$ cat config.mk
export PLATFORM = sky130hd
export DESIGN_NAME = uart_rx_param
export DESIGN_NICKNAME = d
export VERILOG_FILES = /design/src/rtl/uart_rx_param.sv
export SDC_FILE = /design/constraint.sdc
export NUM_CORES = 1
export LEC_CHECK = 0
export CORE_MARGIN = 10
export CORE_UTILIZATION = 50
export CTS_CLUSTER_DIAMETER = 50
export DETAILED_ROUTE_END_ITERATION = 16
export GPL_TIMING_DRIVEN = 0
export PLACE_DENSITY_LB_ADDON = 0.25
export SLEW_MARGIN = 5
export SYNTH_ARGS = -nofsm -noshare
export SYNTH_HDL_FRONTEND = slang
export SYNTH_SLANG_ARGS = --single-unit
$ cat constraint.sdc
create_clock -name clk -period 4.6 [get_ports clk]
set_input_delay 1.15 -clock clk [delete_from_list [all_inputs] [get_ports clk]]
set_output_delay 1.15 -clock clk [all_outputs]
set_load 0.005 [all_outputs]
$ cat src/rtl/uart_rx_param.sv
// Parametrised oversampling UART receiver with majority-vote bit sampling, runtime
// parity/stop configuration, error flags and a valid/ready holding register.
module uart_rx_param #(
    parameter int unsigned DATA_BITS  = 8,
    parameter int unsigned OVERSAMPLE = 16,
    parameter int unsigned DIV_W      = 16
) (
    input  logic                 clk,
    input  logic                 reset,
    input  logic                 rxd,
    input  logic                 rx_en,
    input  logic [DIV_W-1:0]     baud_div,
    input  logic [1:0]           parity_mode,
    input  logic                 stop_bits,
    output logic [DATA_BITS-1:0] rx_data,
    output logic                 rx_valid,
    input  logic                 rx_ready,
    output logic                 parity_err,
    output logic                 frame_err,
    output logic                 overrun,
    output logic                 busy
);

    localparam int unsigned PhaseW = $clog2(OVERSAMPLE);
    localparam int unsigned BitW   = $clog2(DATA_BITS);

    localparam logic [PhaseW-1:0] PhaseLast = PhaseW'(OVERSAMPLE - 1);
    localparam logic [PhaseW-1:0] PhasePre  = PhaseW'(OVERSAMPLE / 2 - 1);
    localparam logic [PhaseW-1:0] PhaseMid  = PhaseW'(OVERSAMPLE / 2);
    localparam logic [PhaseW-1:0] PhasePost = PhaseW'(OVERSAMPLE / 2 + 1);
    localparam logic [BitW-1:0]   BitLast   = BitW'(DATA_BITS - 1);

    typedef enum logic [2:0] {
        StIdle,
        StStart,
        StData,
        StParity,
        StStop,
        StDone
    } state_e;

    state_e               state_q, state_d;
    logic                 rxd_meta_q, rxd_sync_q, rxd_prev_q;
    logic [DIV_W-1:0]     cnt_q, cnt_d;
    logic [DIV_W-1:0]     div_q, div_d;
    logic [PhaseW-1:0]    phase_q, phase_d;
    logic [BitW-1:0]      bit_q, bit_d;
    logic                 stop_idx_q, stop_idx_d;
    logic [1:0]           samp_q, samp_d;
    logic [DATA_BITS-1:0] shift_q, shift_d;
    logic [1:0]           par_mode_q, par_mode_d;
    logic                 two_stop_q, two_stop_d;
    logic                 perr_q, perr_d;
    logic                 ferr_q, ferr_d;
    logic [DATA_BITS-1:0] data_q, data_d;
    logic                 valid_q, valid_d;
    logic                 perr_out_q, perr_out_d;
    logic                 ferr_out_q, ferr_out_d;
    logic                 ovr_q, ovr_d;

    logic start_det, tick, decide, bit_end, maj, par_en;

    // Sync flops reset to idle-high so reset release never looks like a start edge
    always_ff @(posedge clk or posedge reset) begin
        if (reset) begin
            rxd_meta_q <= 1'b1;
            rxd_sync_q <= 1'b1;
            rxd_prev_q <= 1'b1;
        end else begin
            rxd_meta_q <= rxd;
            rxd_sync_q <= rxd_meta_q;
            rxd_prev_q <= rxd_sync_q;
        end
    end

    always_ff @(posedge clk or posedge reset) begin
        if (reset) begin
            state_q    <= StIdle;
            cnt_q      <= '0;
            div_q      <= '0;
            phase_q    <= '0;
            bit_q      <= '0;
            stop_idx_q <= 1'b0;
            samp_q     <= '0;
            shift_q    <= '0;
            par_mode_q <= '0;
            two_stop_q <= 1'b0;
            perr_q     <= 1'b0;
            ferr_q     <= 1'b0;
            data_q     <= '0;
            valid_q    <= 1'b0;
            perr_out_q <= 1'b0;
            ferr_out_q <= 1'b0;
            ovr_q      <= 1'b0;
        end else begin
            state_q    <= state_d;
            cnt_q      <= cnt_d;
            div_q      <= div_d;
            phase_q    <= phase_d;
            bit_q      <= bit_d;
            stop_idx_q <= stop_idx_d;
            samp_q     <= samp_d;
            shift_q    <= shift_d;
            par_mode_q <= par_mode_d;
            two_stop_q <= two_stop_d;
            perr_q     <= perr_d;
            ferr_q     <= ferr_d;
            data_q     <= data_d;
            valid_q    <= valid_d;
            perr_out_q <= perr_out_d;
            ferr_out_q <= ferr_out_d;
            ovr_q      <= ovr_d;
        end
    end

    assign start_det = (state_q == StIdle) && rx_en && rxd_prev_q && !rxd_sync_q;
    assign tick      = (state_q != StIdle) && (cnt_q == div_q);
    assign decide    = tick && (phase_q == PhasePost);
    assign bit_end   = tick && (phase_q == PhaseLast);
    assign maj       = (samp_q[0] & samp_q[1]) | (samp_q[0] & rxd_sync_q) |
                       (samp_q[1] & rxd_sync_q);
    // Modes 01/10 carry a parity bit; bit 1 of the mode selects odd
    assign par_en    = par_mode_q[0] ^ par_mode_q[1];

    always_comb begin
        state_d    = state_q;
        cnt_d      = cnt_q;
        div_d      = div_q;
        phase_d    = phase_q;
        bit_d      = bit_q;
        stop_idx_d = stop_idx_q;
        samp_d     = samp_q;
        shift_d    = shift_q;
        par_mode_d = par_mode_q;
        two_stop_d = two_stop_q;
        perr_d     = perr_q;
        ferr_d     = ferr_q;
        data_d     = data_q;
        valid_d    = valid_q;
        perr_out_d = perr_out_q;
        ferr_out_d = ferr_out_q;
        ovr_d      = 1'b0;

        if (state_q != StIdle) begin
            cnt_d = tick ? '0 : cnt_q + 1'b1;
            if (tick) begin
                phase_d = (phase_q == PhaseLast) ? '0 : phase_q + 1'b1;
            end
        end else begin
            cnt_d   = '0;
            phase_d = '0;
        end

        if (tick && (phase_q == PhasePre)) begin
            samp_d[0] = rxd_sync_q;
        end
        if (tick && (phase_q == PhaseMid)) begin
            samp_d[1] = rxd_sync_q;
        end

        if (valid_q && rx_ready) begin
            valid_d = 1'b0;
        end

        unique case (state_q)
            StIdle: begin
                if (start_det) begin
                    state_d    = StStart;
                    div_d      = baud_div;
                    par_mode_d = parity_mode;
                    two_stop_d = stop_bits;
                    perr_d     = 1'b0;
                    ferr_d     = 1'b0;
                    bit_d      = '0;
                    stop_idx_d = 1'b0;
                end
            end
            StStart: begin
                if (decide && maj) begin
                    state_d = StIdle;
                end else if (bit_end) begin
                    state_d = StData;
                    bit_d   = '0;
                end
            end
            StData: begin
                if (decide) begin
                    shift_d = {maj, shift_q[DATA_BITS-1:1]};
                end
                if (bit_end) begin
                    if (bit_q == BitLast) begin
                        state_d    = par_en ? StParity : StStop;
                        stop_idx_d = 1'b0;
                    end else begin
                        bit_d = bit_q + 1'b1;
                    end
                end
            end
            StParity: begin
                if (decide) begin
                    perr_d = ^shift_q ^ maj ^ par_mode_q[1];
                end
                if (bit_end) begin
                    state_d = StStop;
                end
            end
            StStop: begin
                // Leave at the last stop decision so a following start edge is not missed
                if (decide) begin
                    if (!maj) begin
                        ferr_d = 1'b1;
                    end
                    if (stop_idx_q == two_stop_q) begin
                        state_d = StDone;
                    end
                end else if (bit_end) begin
                    stop_idx_d = 1'b1;
                end
            end
            StDone: begin
                state_d = StIdle;
                if (valid_q && !rx_ready) begin
                    ovr_d = 1'b1;
                end else begin
                    data_d     = shift_q;
                    perr_out_d = perr_q;
                    ferr_out_d = ferr_q;
                    valid_d    = 1'b1;
                end
            end
            default: state_d = StIdle;
        endcase
    end

    assign rx_data    = data_q;
    assign rx_valid   = valid_q;
    assign parity_err = perr_out_q;
    assign frame_err  = ferr_out_q;
    assign overrun    = ovr_q;
    assign busy       = (state_q != StIdle);

endmodule

### Word level (Yosys, flattened, before mapping)

Index checks and enable logic that the tools add are counted.

| operators by class | value |
|---|---|
| add/subtract/negate cells | 3 |
| $mul | 0 |
| divide/modulo/power cells | 0 |
| order comparisons | 0 |
| eq/ne operators | 27 |
| shifts and indexed selects | 0 |
| mux-type cells | 37 |
| bitwise gates (word level) | 9 |
| reductions and logical operators | 28 |

Operators with widths:

| kind | number |
|---|---|
| 3-bit two-way mux | 14 |
| 16-bit two-way mux | 2 |
| 2-bit != test (second input constant) | 13 |
| 16-bit by 1-bit adder with 16-bit output (second input constant) | 1 |
| 16-bit equality test | 1 |
| 3-bit one-hot mux with 5 select lines | 1 |
| 1-bit two-way mux | 13 |
| 4-bit equality test (second input constant) | 3 |
| 4-bit two-way mux | 3 |
| 6-bit AND reduction | 2 |
| 1-bit logical AND | 11 |
| 3-bit equality test (second input constant) | 3 |
| 3-bit one-hot mux with 3 select lines | 1 |
| 3-bit nonzero test | 3 |
| 8-bit XOR reduction | 1 |
| 7-bit AND reduction | 1 |
| 3-bit by 2-bit equality test with 1-bit output (second input constant) | 2 |
| 2-bit AND reduction | 3 |
| 4-bit by 1-bit adder with 4-bit output (second input constant) | 1 |
| 4-bit by 3-bit equality test with 1-bit output (second input constant) | 1 |
| 1-bit one-hot mux with 2 select lines | 2 |
| 4-bit AND reduction | 1 |
| 2-bit nonzero test | 2 |
| 3-bit by 1-bit adder with 3-bit output (second input constant) | 1 |
| 12 further kinds | 18 |

| word-level totals | value |
|---|---|
| bits in registers | 73 |
| bits in latches | 0 |
| RAM bits | 0 |
| ROM bits | 0 |
| bits of input ports | 24 |
| output and inout port bits | 13 |
| word-level logic and storage cells | 125 |
| memories kept | 0 |

### Longest topological paths before layout

Gate-level depths: netlist (run 1).

| depth | value |
|---|---|
| depth after elaboration | 7 |
| gate-level depth with buffers | 7 |
| mapped depth without buffers | 7 |

### Worst setup path before layout (run 1)

No wires, ideal clock.

| timing path | value |
|---|---|
| kind | reg2out |
| start | register state_q[0] |
| end | output busy |
| arrival | 1.168 ns |
| data required time | 3.450 ns |
| setup slack | 2.282 ns |
| stages on the path, launching flop included | 4 |
| buffers on the path | 1 |
| path through | dfrtp_1 > clkbuf_8 > nor3_2 > inv_1 |

| on the way | value |
|---|---|
| longest elaborated chain between the ends | 1 |

RTL lines:

| element | RTL line | source |
|---|---|---|
| start, declared | 42 | `state_e state_q, state_d;` |
| start signal, assigned | 78 | `state_q <= StIdle;` |
| start signal, assigned | 96 | `state_q <= state_d;` |
| 3-bit nonzero test | 240 | `assign busy = (state_q != StIdle);` |
| end, declared | 21 | `output logic busy` |

No other way between the ends.

### Worst setup path after layout (run 1)

Same ends and word-level chain as after synthesis.

==> impl_metrics.py, run 1 <==
metrics = {
    "power": {
        "p_int_w": 0.00125,
        "power.total_w": 0.00192,
        "power_switching_w": 0.000668,
        "ir_worst_vdd_mv": 0.241,
        "power_density_nw_per_um2": 460,
        "netSwitchingFraction_pct": 34.8,
        "pwr-share-clk_pct": 22.4,
        "p_leak_nw": 1.99,
        "p_seq_share_pct": 46.6,
        "power_frac_comb_pct": 31.0,
    },
    "synthesis": {
        "seq_area_frac_synth_pct": 52.2,
        "synth_edf_count": 0,
        "synthArstFlopShare_pct": 100,
        "syn-num-nets": 372,
        "synth_area_per_cell_sq_um": 10.3,
        "syn-cell-area_sq_um": 3510,
        "synthFlopType": "dfrtp_1",
        "yosysMostFrequentCell": "nand2_1",
        "ys_ff_latch": 73,
        "synth.area.top_cells": "dfrtp_1, nand2_1, mux2_2, xor2_1, xnor2_1",
        "synth_warnings": 0,
        "synth.distinct_cells": 44,
        "synth_top_area_share_pct": 49.9,
        "yosysTopAreaCell": "dfrtp_1",
        "syn_inst": 342,
        "ys_top_cells_by_count": "nand2_1, dfrtp_1, nor2_1",
    },
    "clock_network": {
        "clock_latency_ps": 340,
        "cts-resized-gates": 0,
        "cts_tree": "yes",
        "path_clk_slew_ps": 70,
        "htreeDepth": 3,
        "cts_sinks": 73,
        "postCtsHoldBufs": 0,
        "cts_buffer_depth": 2,
        "cts_setup_buffers": 0,
        "cts_made_buffers": 9,
        "cts_root_buf": "clkbuf_8",
    },
    "setup_path": {
        "slowest_delay_ps": 660,
        "ff2ff_path_depth": 6,
        "r2r_end": "shift_q[0]",
        "cp_top_family": "buffers and inverters",
        "rrSetupSlack_ps": 2170,
        "critical_path_class": "flip-flop to primary output",
        "worstPathRequired_ps": 3450,
        "cp.depth": 4,
        "r2r_start": "cnt_q[6]",
        "worstPathCellList": "clkbuf_8 -> nor3_2 -> inv_1 -> clkdlybuf4s50_1",
        "cp-start-kind": "flip-flop",
        "critical_path_buf_inv_count": 3,
        "cp_max_fo": 10,
        "crit_slowest_cell": "nor3_2",
        "worst_ep_arrival_time_ps": 2420,
        "crit_end": "busy",
        "endpoint_kind": "primary output",
        "startpoint": "state_q[0]",
    },
    "route": {
        "finalWirelength_microns": 7050,
        "num_vias": 2496,
        "via_per_inst": 5.09,
        "drc": 0,
        "wl_per_cell_microns": 14.4,
        "first_pass_iters": 4,
        "drtIter0Drc": 117,
        "final_antenna_net_count": 0,
    },
    "hold_path": {
        "hold_path_class": "flip-flop to flip-flop",
    },
    "floorplan": {
        "core_area_sq_um": 6790,
        "ios": 37,
        "num_rows": 30,
        "die_h_microns": 104,
        "die_w_microns": 104,
        "dieArea_sq_um": 10800,
        "start_util_pct": 51.6,
    },
    "placed_design": {
        "gp_congestion": 0.802,
        "io_buffers": 36,
        "post-dp-hpwl_microns": 5130,
    },
    "finish": {
        "nets": 420,
        "drive_above_1_share_pct": 12.9,
        "fin_util_pct": 61.4,
        "area_delta_synth_final_pct": 19.0,
        "diodes": 0,
    },
    "sta": {
        "fin_setup_tns_ps": 0,
        "slew_violations": 0,
        "max_freq_mhz": 280,
        "max_slew_margin_pct": 47.0,
        "rsz0062_at_grt": "false",
        "hold_viol": 0,
        "period_needed_ps": 3570,
        "worstMarginPinSlew_ps": 791,
        "setup_viol": 0,
        "skew_ps": 7.48,
        "min_period_over_period_pct": 77.6,
    },
    "grt": {
        "grt_pass1_wl_microns": 12200,
        "grtUsageTotal_pct": 13.6,
        "gr-total-overflow": 0,
        "antenna_found_initial": 0,
        "grt_max_degree": 44,
        "grt_pass1_vias": 2592,
    },
    "run": {
        "cap_violations": 0,
    },
    "status": {
        "status": "finished, final reports clean",
    },
}
[cells in the final DEF (no fill, tap or decap), types with 2 or more instances in the layout]
cell type | Yosys | layout
nand2_1 | 81 | 81
dfrtp_1 | 70 | 70
clkdlybuf4s50_1 | 0 | 36
nor2_1 | 30 | 30
xor2_1 | 24 | 24
mux2_2 | 21 | 21
xnor2_1 | 17 | 17
clkbuf_8 | 1 | 11
nand3_1 | 9 | 9
clkbuf_1 | 6 | 8
inv_1 | 8 | 7
mux2i_1 | 6 | 6
ha_1 | 6 | 6
nor4_1 | 5 | 5
and3_1 | 5 | 5
nand4_1 | 5 | 5
o21ai_0 | 5 | 5
nor3_1 | 5 | 5
a21oi_1 | 5 | 5
dfstp_2 | 3 | 3
buf_6 | 2 | 2
nand2b_1 | 2 | 2
buf_2 | 2 | 2
nor2b_1 | 2 | 2
or3_2 | 2 | 2
clkinv_2 | 0 | 2
[layer usage]
layer,wire length [microns],vias up,global-route usage (%)
met1,3410,1211,17.7
li1,-,1231,-
met4,104,0,5.57
met3,206,9,2.91
met5,0,-,0
met2,3330,45,21.3
[power by group through the flow]
| stage | combinational, W | sequential (W) | clock [W] |
|---|---|---|---|
| detailed placement | 0.000592 | 0.000908 | 0 |
| global route | 0.000672 | 0.000916 | 0.000471 |
| CTS | 0.000599 | 0.000896 | 0.000443 |
| floorplan | 0.000431 | 0.000880 | 0 |
| global placement | 0.000578 | 0.000905 | 0 |
| finish | 0.000594 | 0.000895 | 0.000430 |
[cell families (layout without fill, tap and decap cells)]
kind of cell               after synthesis  in the layout  synth area share [%]
AOI/OAI and AO/OA                       18             18                  3.28
xor gates and xnor gates                41             41                  10.2
adders and majority gates                7              7                  2.43
buffers and inverters                   19             71                  2.82
DFF                                     73             73                  52.2
muxes                                   27             27                  8.46
and+or+nand+nor                        157            157                  20.6
[through the flow]
| step | area [sq um] | cells | hold WS, ps | setup slack, ps |
|---|---|---|---|---|
| after floorplan | 3510 | 342 | 345 | 1600 |
| after detailed placement | 4010 | 475 | 347 | 1450 |
| final | 4170 | 490 | 356 | 1030 |
| after global routing | 4170 | 490 | 359 | 930 |
| after global placement | 3990 | 474 | 347 | 392 |
| after CTS | 4170 | 490 | 357 | 1050 |
[area by class of cell]
cell class                      count  area (sq um)
Timing Repair Buffer               37           380
Multi-Input combinational cell    250          1580
Fill cell                         588          2620
Clock buffer                       12           145
Sequential cell                    73          1830
Clock inverter                      3          17.5
Tap cell                           96           120
Inverter                            8          32.5
Buffer                             11          68.8
[worst register-to-register path: cells and delay by family (launching register included)]
kind,cells,cell delay (ps)
muxes,1,390
buffers and inverters,1,210
xor gates and xnor gates,1,190
and+or+nand+nor,3,1060
DFF,1,450
[flip-flops by register name (all words and copies together) (netlist names), 2 cells and up]
signal and count:
cnt_q 16, div_q 16, rx_data 8, shift_q 8, phase_q 4, bit_q 3
state_q 3, par_mode_q 2, samp_q 2
[worst min-delay path by stage]
| stage | startpoint | end | depth (start not counted) |
|---|---|---|---|
| finish | rxd_meta_q | rxd_sync_q | 0 |
| global route | rxd_meta_q | rxd_sync_q | 0 |
| CTS | rxd_meta_q | rxd_sync_q | 0 |
| detailed placement | rxd_meta_q | rxd_sync_q | 0 |
| global placement | rxd_meta_q | rxd_sync_q | 0 |
| floorplan | rxd_meta_q | rxd_sync_q | 0 |
Power figures use the tool's default switching activity.
==> run 2: changes to the inputs <==
==> constraint.sdc (replaced) <==
create_clock -name clk -period 3.75 [get_ports clk]
set_input_delay 0.9375 -clock clk [delete_from_list [all_inputs] [get_ports clk]]
set_output_delay 0.9375 -clock clk [all_outputs]
set_load 0.005 [all_outputs]
==> results of run 2 <==
The final DEF is identical to that of run 1. Status: finished, final reports clean.
Among the figures that moved: setup slack after placement 1450 ps -> 808 ps; setup slack after layout 1030 ps -> 394 ps; register-to-register setup slack 2170 ps -> 1320 ps; total power 0.00192 W -> 0.00235 W; worst IR drop on VDD 0.241 mV -> 0.296 mV
==> run 3: changes to the inputs <==
--- a/config.mk
+++ b/config.mk
@@ -5,7 +5,7 @@
 export SDC_FILE = /design/constraint.sdc
 export NUM_CORES = 1
 export LEC_CHECK = 0
-export CORE_MARGIN = 10
+export CORE_MARGIN = 2
 export CORE_UTILIZATION = 50
 export CTS_CLUSTER_DIAMETER = 50
 export DETAILED_ROUTE_END_ITERATION = 16
==> impl_metrics.py, run 3 (synthesis gave the netlist of run 1 again) <==
metrics = {
    "grt": {
        "grt_pass1_vias": 2511,
        "grt_max_degree": 50,
        "grt_use_met3_pct": 4.71,
        "gr-usage-met1_pct": 27.7,
        "grtUsageTotal_pct": 20.0,
        "grt_pass1_wl_microns": 11900,
        "gr-total-overflow": 0,
        "use_met2_pct": 31.5,
        "grt-busiest-layer": "met2",
        "antenna_found_initial": 0,
    },
    "sta": {
        "max_slew_margin_pct": 49.3,
        "period_needed_ps": 3300,
        "slew_violations": 0,
        "setup_viol": 0,
        "hold_viol": 0,
        "min_period_over_period_pct": 88.0,
        "rsz0062_at_grt": "false",
        "max_freq_mhz": 303,
        "skew_ps": 8.59,
        "worstMarginPinSlew_ps": 756,
        "holdWs_ps": 357,
    },
    "setup_path": {
        "endpoint_kind": "primary output",
        "cp-start-kind": "flip-flop",
        "r2r_start": "cnt_q[1]",
        "ff2ff_path_depth": 6,
        "worst_ep_arrival_time_ps": 2360,
        "r2r_end": "shift_q[1]",
        "rrSetupSlack_ps": 1310,
        "crit_slowest_cell": "nor3_2",
        "worstPathRequired_ps": 2810,
        "cp_max_fo": 10,
        "slowest_delay_ps": 640,
        "worstPathCellList": "clkbuf_8 -> nor3_2 -> inv_1 -> clkdlybuf4s50_1",
        "critical_path_class": "flip-flop to primary output",
    },
    "hold_path": {
        "hold_depth": 0,
        "hold_start": "rxd_meta_q",
        "hold_path_class": "flip-flop to flip-flop",
        "holdPathEnd": "rxd_sync_q",
    },
    "power": {
        "p_leak_nw": 2.00,
        "power_density_nw_per_um2": 566,
        "ir_worst_vdd_mv": 0.263,
    },
    "clock_network": {
        "cts_setup_buffers": 0,
        "cts_sinks": 73,
        "clock_latency_ps": 340,
        "cts_made_buffers": 9,
        "htreeDepth": 3,
        "cts_buffer_depth": 2,
        "cts_root_buf": "clkbuf_8",
        "path_clk_slew_ps": 70,
        "cts_tree": "yes",
        "postCtsHoldBufs": 0,
        "cts-resized-gates": 0,
    },
    "placed_design": {
        "gp_congestion": 0.854,
        "io_buffers": 36,
        "post-dp-hpwl_microns": 5030,
        "placed_area_sq_um": 4020,
    },
    "finish": {
        "design_area_sq_um": 4180,
        "area_delta_synth_final_pct": 19.2,
        "fin_util_pct": 61.5,
        "layout_common_cells": "nand2_1, dfrtp_1, clkdlybuf4s50_1, nor2_1, xor2_1",
        "drive_above_1_share_pct": 13.2,
        "nets": 420,
        "diodes": 0,
        "reg_top3": "cnt_q x16, div_q x16",
        "final_common_cell": "nand2_1",
        "nFillCells": 576,
    },
    "run": {
        "cap_violations": 0,
    },
    "route": {
        "num_vias": 2519,
        "first_pass_iters": 4,
        "finalWirelength_microns": 7040,
        "drtIter0Drc": 184,
        "wl_per_cell_microns": 14.4,
        "final_antenna_net_count": 0,
        "drc": 0,
        "via_per_inst": 5.14,
    },
    "floorplan": {
        "core_area_sq_um": 6790,
        "start_util_pct": 51.6,
        "die_w_microns": 87.8,
        "num_rows": 30,
        "ios": 37,
        "die_h_microns": 87.8,
        "dieArea_sq_um": 7700,
    },
    "status": {
        "status": "finished, final reports clean",
    },
}
run 3: cell count changes in the layout (fill, tap and decap cells not counted), sizes merged:
| cell | previous run | this run |
|---|---|---|
| clkbuf | 19 | 18 |
| clkinv | 2 | 4 |
| clkinvlp | 1 | 0 |
run 3: critical path, delay by kind of cell, from the launching register on:
kind	cells	cell delay [ps]
buffers and inverters	3	1010
DFF	1	370
and+or+nand+nor	1	640
run 3: final cells by class:
class / count / area, sq um / share of cell area (%)
timing repair buffer: 37 / 388 / 9.28
buffer: 11 / 68.8 / 1.65
multi-input combinational: 250 / 1580 / 37.8
clock buffer: 11 / 141 / 3.38
sequential: 73 / 1830 / 43.8
inverter: 8 / 32.5 / 0.778
clock inverter: 4 / 20.0 / 0.479
tap: 96 / 120 / 2.87
run 3: where the power goes:
group          internal (W)  total (W)  switching (W)
Clock              0.000250   0.000534       0.000283
Sequential         0.000960    0.00110       0.000141
Combinational      0.000322   0.000732       0.000411
run 3: worst max path at each step:
stage | startpoint | to | slack [ps]
after global routing | state_q[0] | busy | 320
after floorplan | reset | bit_q[0] | 960
final | state_q[0] | busy | 450
after CTS | state_q[0] | busy | 450
after detailed placement | state_q[0] | busy | 830
after global placement | reset | state_q[2] | -260
run 3: routing by layer:
metal	wire length, microns	vias to the layer above
li1	-	1230
met2	3380	44
met3	245	10
met4	92	0
met1	3330	1235
met5	0	-
run 3: stage by stage:
step                setup WS [ps]  std cells  setup TNS (ps)  power, W
floorplan                     964        342               0   0.00161
global placement             -257        474          -17730   0.00182
detailed placement            833        475               0   0.00185
CTS                           455        490               0   0.00238
global route                  325        490               0   0.00253
finish                        449        490               0   0.00237
